## config.mk

```make
export PLATFORM = sky130hd
export DESIGN_NAME = maze_game_ctrl
export DESIGN_NICKNAME = d
export VERILOG_FILES = /design/src/rtl/maze_game_ctrl.sv
export SDC_FILE = /design/constraint.sdc
export NUM_CORES = 1
export LEC_CHECK = 0
export ABC_AREA = 1
export BUFFER_PORTS_ARGS = -buffer_cell sky130_fd_sc_hd__buf_4
export CORE_MARGIN = 2
export CORE_UTILIZATION = 60
export CTS_CLUSTER_SIZE = 24
export DETAILED_ROUTE_END_ITERATION = 6
export GPL_ROUTABILITY_DRIVEN = 0
export GPL_TIMING_DRIVEN = 0
export PLACE_DENSITY = 0.93
export SYNTH_ARGS = -nofsm -noshare
export SYNTH_HDL_FRONTEND = slang
export SYNTH_SLANG_ARGS = --single-unit
```

## constraint.sdc

```tcl
create_clock -name clk -period 3.43 [get_ports clk]
set_input_delay 0.1715 -clock clk [delete_from_list [all_inputs] [get_ports clk]]
set_output_delay 0.1715 -clock clk [all_outputs]
set_load 0.01 [all_outputs]
```

## src/rtl/maze_game_ctrl.sv

```systemverilog
// Maze-game controller: difficulty menu, timed map preview, ROM-checked player moves,
// lives and win/lose detection. All outputs are registered.
module maze_game_ctrl #(
  parameter int unsigned MAP_W      = 30,
  parameter int unsigned MAP_H      = 21,
  parameter int unsigned START_X    = 0,
  parameter int unsigned START_Y    = 20,
  parameter int unsigned GOAL_X     = 29,
  parameter int unsigned GOAL_Y     = 0,
  parameter int unsigned LIVES      = 3,
  parameter int unsigned SHOW_TICKS = 1000000,
  localparam int unsigned XW = (MAP_W > 1) ? $clog2(MAP_W) : 1,
  localparam int unsigned YW = (MAP_H > 1) ? $clog2(MAP_H) : 1
) (
  input  logic             clk,
  input  logic             reset,
  input  logic [3:0]       btn,
  input  logic             btn_sel,
  input  logic [MAP_W-1:0] map_row,
  output logic [YW-1:0]    map_addr,
  output logic [XW-1:0]    player_x,
  output logic [YW-1:0]    player_y,
  output logic [1:0]       difficulty,
  output logic [2:0]       lives,
  output logic             show_map,
  output logic [2:0]       state,
  output logic             lost,
  output logic             won
);

  localparam int unsigned TW = 32;

  localparam logic [2:0] S_MENU  = 3'd0;
  localparam logic [2:0] S_SHOW  = 3'd1;
  localparam logic [2:0] S_PLAY  = 3'd2;
  localparam logic [2:0] S_FETCH = 3'd3;
  localparam logic [2:0] S_CHECK = 3'd4;
  localparam logic [2:0] S_LOST  = 3'd5;
  localparam logic [2:0] S_WON   = 3'd6;

  localparam logic [XW-1:0] START_XV = XW'(START_X);
  localparam logic [YW-1:0] START_YV = YW'(START_Y);
  localparam logic [XW-1:0] GOAL_XV  = XW'(GOAL_X);
  localparam logic [YW-1:0] GOAL_YV  = YW'(GOAL_Y);
  localparam logic [XW-1:0] LAST_X   = XW'(MAP_W - 1);
  localparam logic [YW-1:0] LAST_Y   = YW'(MAP_H - 1);
  localparam logic [2:0]    LIVES_V  = 3'(LIVES);
  localparam logic [TW-1:0] TICKS_V  = TW'(SHOW_TICKS);

  logic [XW-1:0] target_x;
  logic [YW-1:0] target_y;
  logic [TW-1:0] timer;

  logic [2:0]    state_n;
  logic [1:0]    diff_n;
  logic [XW-1:0] px_n;
  logic [YW-1:0] py_n;
  logic [2:0]    lives_n;
  logic [YW-1:0] addr_n;
  logic [XW-1:0] tx_n;
  logic [YW-1:0] ty_n;
  logic [TW-1:0] timer_n;
  logic          show_n;
  logic          lost_n;
  logic          won_n;

  // Candidate move in PLAY: first set button wins, edge moves are rejected
  logic          mv_ok;
  logic [XW-1:0] mv_x;
  logic [YW-1:0] mv_y;

  always_comb begin
    mv_ok = 1'b0;
    mv_x  = player_x;
    mv_y  = player_y;
    if (btn[0]) begin
      mv_ok = (player_y != '0);
      mv_y  = player_y - YW'(1);
    end else if (btn[1]) begin
      mv_ok = (player_y != LAST_Y);
      mv_y  = player_y + YW'(1);
    end else if (btn[2]) begin
      mv_ok = (player_x != '0);
      mv_x  = player_x - XW'(1);
    end else if (btn[3]) begin
      mv_ok = (player_x != LAST_X);
      mv_x  = player_x + XW'(1);
    end
  end

  // Next-state and next-output logic
  always_comb begin
    state_n = state;
    diff_n  = difficulty;
    px_n    = player_x;
    py_n    = player_y;
    lives_n = lives;
    addr_n  = map_addr;
    tx_n    = target_x;
    ty_n    = target_y;
    timer_n = timer;

    case (state)
      S_MENU: begin
        if (btn_sel) begin
          px_n    = START_XV;
          py_n    = START_YV;
          lives_n = LIVES_V;
          timer_n = TICKS_V >> difficulty;
          state_n = S_SHOW;
        end else if (btn[2]) begin
          diff_n = (difficulty == 2'd0) ? 2'd2 : difficulty - 2'd1;
        end else if (btn[3]) begin
          diff_n = (difficulty >= 2'd2) ? 2'd0 : difficulty + 2'd1;
        end
      end
      S_SHOW: begin
        if (timer == '0) begin
          state_n = S_PLAY;
        end else begin
          timer_n = timer - TW'(1);
        end
      end
      S_PLAY: begin
        if (mv_ok) begin
          tx_n    = mv_x;
          ty_n    = mv_y;
          addr_n  = mv_y;
          state_n = S_FETCH;
        end
      end
      S_FETCH: begin
        state_n = S_CHECK;
      end
      S_CHECK: begin
        if (map_row[target_x]) begin
          lives_n = lives - 3'd1;
          if (lives <= 3'd1) begin
            state_n = S_LOST;
          end else begin
            // Penalty preview is half the difficulty's normal preview
            timer_n = TICKS_V >> ({1'b0, difficulty} + 3'd1);
            state_n = S_SHOW;
          end
        end else begin
          px_n = target_x;
          py_n = target_y;
          if (target_x == GOAL_XV && target_y == GOAL_YV) begin
            state_n = S_WON;
          end else begin
            state_n = S_PLAY;
          end
        end
      end
      S_LOST, S_WON: begin
        if (btn_sel) begin
          state_n = S_MENU;
        end
      end
      default: begin
        state_n = S_MENU;
      end
    endcase

    show_n = (state_n == S_SHOW) || (state_n == S_LOST) || (state_n == S_WON);
    lost_n = (state_n == S_LOST);
    won_n  = (state_n == S_WON);
  end

  // State and registered outputs
  always_ff @(posedge clk) begin
    if (reset) begin
      state      <= S_MENU;
      difficulty <= 2'd0;
      player_x   <= START_XV;
      player_y   <= START_YV;
      lives      <= LIVES_V;
      map_addr   <= '0;
      target_x   <= '0;
      target_y   <= '0;
      timer      <= '0;
      show_map   <= 1'b0;
      lost       <= 1'b0;
      won        <= 1'b0;
    end else begin
      state      <= state_n;
      difficulty <= diff_n;
      player_x   <= px_n;
      player_y   <= py_n;
      lives      <= lives_n;
      map_addr   <= addr_n;
      target_x   <= tx_n;
      target_y   <= ty_n;
      timer      <= timer_n;
      show_map   <= show_n;
      lost       <= lost_n;
      won        <= won_n;
    end
  end

endmodule

```

==> flow_summary.yaml <==
global_route:
  antenna_found_initial: 0
  number_of_global_route_vias_before_repair: 5185
  wire_length_of_the_first_global_routing_pass_um: 23600
  largest_net_degree_at_the_start_of_global_routing: 11
  gr_usage_total_pct: 34.0
  grt_overflow: 0
drt:
  detailroute.via_count: 5558
  dr.first_iter.drc_count: 550
  postRouteAntennaNets: 0
  detail_route.wirelength_um: 14200
  route.detailed.wl_per_inst_um: 15.1
  drt_drc_violations_left: 10
  detail_route.vias_per_cell: 5.92
  detailedRoute.firstPassIterationCount: 7
worst_setup_path:
  cpPeakStageDelay_ps: 460
  rr_startpoint: "state[0]"
  crit_path_max_fanout: 10
  timing.critical_path.slowest_stage_cell: "sky130_fd_sc_hd__dfxtp_1"
  setup.worst_path.end_class: "flip-flop"
  critPathBufInv: 2
  startpoint_to_endpoint_class_of_the_critical_path: "reg -> reg"
  path_cells: "nand2_1, nor2_1, clkinv_1, nand2_1, clkbuf_1, nand4_1, a21oi_1"
  cp_data_required_time_ps: 3710
  worstSetupStartpointType: "flip-flop"
  critPathArrivalTime_ps: 2520
  cp_top_family: "simple AND/OR/NAND/NOR gates"
  worst_r2r_path_depth: 7
  regToRegEndpoint: "timer[26]"
  register_to_register_setup_slack_ps: 1190
  top_cell_by_count_worst_path: "sky130_fd_sc_hd__nand2_1"
clock_network:
  worstSkewPairLatency_ps: 350
  cts.path.max_buffers: 2
  post_cts_hold_buffer_count: 0
  cts_resized: 0
  clock_tree.root_cell: "sky130_fd_sc_hd__clkbuf_8"
  tritoncts_num_sinks: 63
  clock_edge_transition_at_the_registers_on_the_reported_setup_and_hold_paths_ps: 70
  number_of_clock_buffers_inserted_by_tritoncts: 9
  tritoncts: "done"
  cts_htree_levels: 3
  post-cts-setup-buffers: 0
sta:
  final_min_period_over_clock_period_pct: 65.2
  fmax_ghz: 0.447
  relSlewSlack_pct: 57.1
  timing.final.max_slew_violations: 0
  final-hold-violation-count: 0
  worst_case_setup_margin_in_the_final_layout_ps: 1190
  hold-worst-slack_ps: 14.7
  max_slew.worst_pin.slew_ps: 644
  clock-skew-final_ps: 7.34
  setup_tns_ps: 0
  rsz0062_at_grt: "false"
  setup_violations: 0
  finalCriticalPeriod_ps: 2240
power_and_ir_drop:
  cellPowerDensity_nw_per_um2: 407
  p_leak_nw: 2.60
  peakVddDrop_mv: 0.209
  final_total_pwr_mw: 2.25
run_status:
  run_status: "finished, violations left"
  failed_checks: "design-rule violations"
cells_and_area:
  sequential_cell_area_um2: 1260
  area_growth_pct: 17.2
  nNetsFinal: 885
  antenna-diode-count: 0
  n_fill_cell: 620
  area_of_the_multi_input_gates_um2: 2940
  share_of_cells_above_drive_strength_1_pct: 15.4
  final_cell_area_um2: 5530
synthesis:
  number_of_synthesized_flops_with_an_enable_pin: 0
  synth.top_cells.by_count: "sky130_fd_sc_hd__nand2_1, sky130_fd_sc_hd__nor2_1, sky130_fd_sc_hd__inv_1"
  yosys.cell_types.count: 41
  most_common_cell_in_the_netlist: "sky130_fd_sc_hd__nand2_1"
  synth_fp_nets: 813
  yosys_warnings: 0
  synth_async_sr_flop_share_pct: 0
  top_cells_by_area_synth: "sky130_fd_sc_hd__dfxtp_1, sky130_fd_sc_hd__nand2_1, sky130_fd_sc_hd__nor2_1"
  yosysSeqAreaShare_pct: 26.7
  postSynth.topFlopCell: "sky130_fd_sc_hd__dfxtp_1"
  synthCells: 760
  synth_top_area_share_pct: 26.7
  synthDominantAreaCellType: "sky130_fd_sc_hd__dfxtp_1"
  syn_area_um2: 4720
  synth.ff_latch_count: 63
  synthesis.area_per_instance_um2: 6.21
floorplan:
  floorplan.initialDensity_pct: 61.4
  fp.dieW_um: 92.7
  pin_count: 63
  design.die.area_um2: 8590
  die_y_um: 92.7
  fp_rows: 32
  core_um2: 7690
worst_hold_path:
  min_delay_startpoint: "reset"
  min_path_cells: 2
  hold-path-endpoint: "state[1]"
  hold_path_class: "in -> reg"
placed_design:
  dpl.hpwl_um: 10400
  number_of_buffers_inserted_by_port_buffering: 61
  post_dp_cell_area_um2: 5310
  place_ws_ps: 1370
flow_run:
  drv_cap: 0
-- flip-flops by register name (all words and copies together), names as in the netlist --
register	cells
difficulty	2
lives	3
lost	1
player_x	5
player_y	5
show_map	1
state	3
target_x	5
target_y	5
timer	32
won	1
-- metal layers --
metal  global-route usage (%)  share of wire (%)
met4                     15.6                4.3
met3                     7.65                 10
met5                        0                  0
met1                     42.3                 39
met2                     56.1                 46
-- power by group --
group	switching (mW)	leakage, nW	total, mW	internal [mW]
combinational	0.456	1.97	0.678	0.223
sequential	0.0487	0.513	0.822	0.774
clock	0.299	0.114	0.748	0.449
-- per-stage QoR --
stage               util, %  cells
finish                 71.9    939
floorplan                 -    760
global route           71.9    939
CTS                    71.9    939
detailed placement     69.0    923
global placement       69.0    923
-- final cells by class --
class                      count  area share (%)
multi-input combinational    585            53.1
clock inverter                 3            1.18
timing repair buffer          61            8.28
inverter                      83            5.73
clock buffer                  13            2.87
buffer                        29            3.71
tap                          102            2.31
sequential                    63            22.8
-- layout by cell type (no fill, tap or decap), types with 5 or more instances in the layout --
| cell type | n |
|---|---|
| sky130_fd_sc_hd__a211oi_1 | 5 |
| sky130_fd_sc_hd__a21oi_1 | 41 |
| sky130_fd_sc_hd__a21oi_2 | 7 |
| sky130_fd_sc_hd__buf_2 | 6 |
| sky130_fd_sc_hd__buf_4 | 66 |
| sky130_fd_sc_hd__buf_6 | 5 |
| sky130_fd_sc_hd__clkbuf_1 | 13 |
| sky130_fd_sc_hd__clkbuf_8 | 11 |
| sky130_fd_sc_hd__dfxtp_1 | 63 |
| sky130_fd_sc_hd__ha_1 | 16 |
| sky130_fd_sc_hd__inv_1 | 76 |
| sky130_fd_sc_hd__nand2_1 | 209 |
| sky130_fd_sc_hd__nand3_1 | 52 |
| sky130_fd_sc_hd__nand3_2 | 6 |
| sky130_fd_sc_hd__nand4_1 | 26 |
| sky130_fd_sc_hd__nor2_1 | 124 |
| sky130_fd_sc_hd__nor3_1 | 5 |
| sky130_fd_sc_hd__o211ai_1 | 8 |
| sky130_fd_sc_hd__o21ai_0 | 33 |
| sky130_fd_sc_hd__o21bai_1 | 6 |
| sky130_fd_sc_hd__xor2_1 | 12 |
-- logic make-up (layout without fill, tap and decap cells) --
kind of cell | count (synthesis) | after routing | share of synthesized area [%]
buffers and inverters | 112 | 189 | 11.1
XOR/XNOR | 13 | 13 | 2.41
AND/OR/NAND/NOR | 438 | 438 | 40.3
AO/OA/AOI/OAI | 118 | 118 | 15.3
flip-flops | 63 | 63 | 26.7
adder cells (fa/ha/maj) | 16 | 16 | 4.24
-- worst max-delay path by stage --
stage / cells past startpoint / endpoint / from / slack [ps]
after global routing: 8 / timer[9] / state[1] / 1020
final: 7 / timer[26] / state[0] / 1190
after detailed placement: 7 / timer[26] / state[0] / 1370
after CTS: 7 / timer[26] / state[0] / 1290
after global placement: 7 / timer[25] / state[0] / 1430
after floorplan: 11 / timer[0] / lives[1] / 1720
Note: power is estimated with default switching activity, not from simulation.
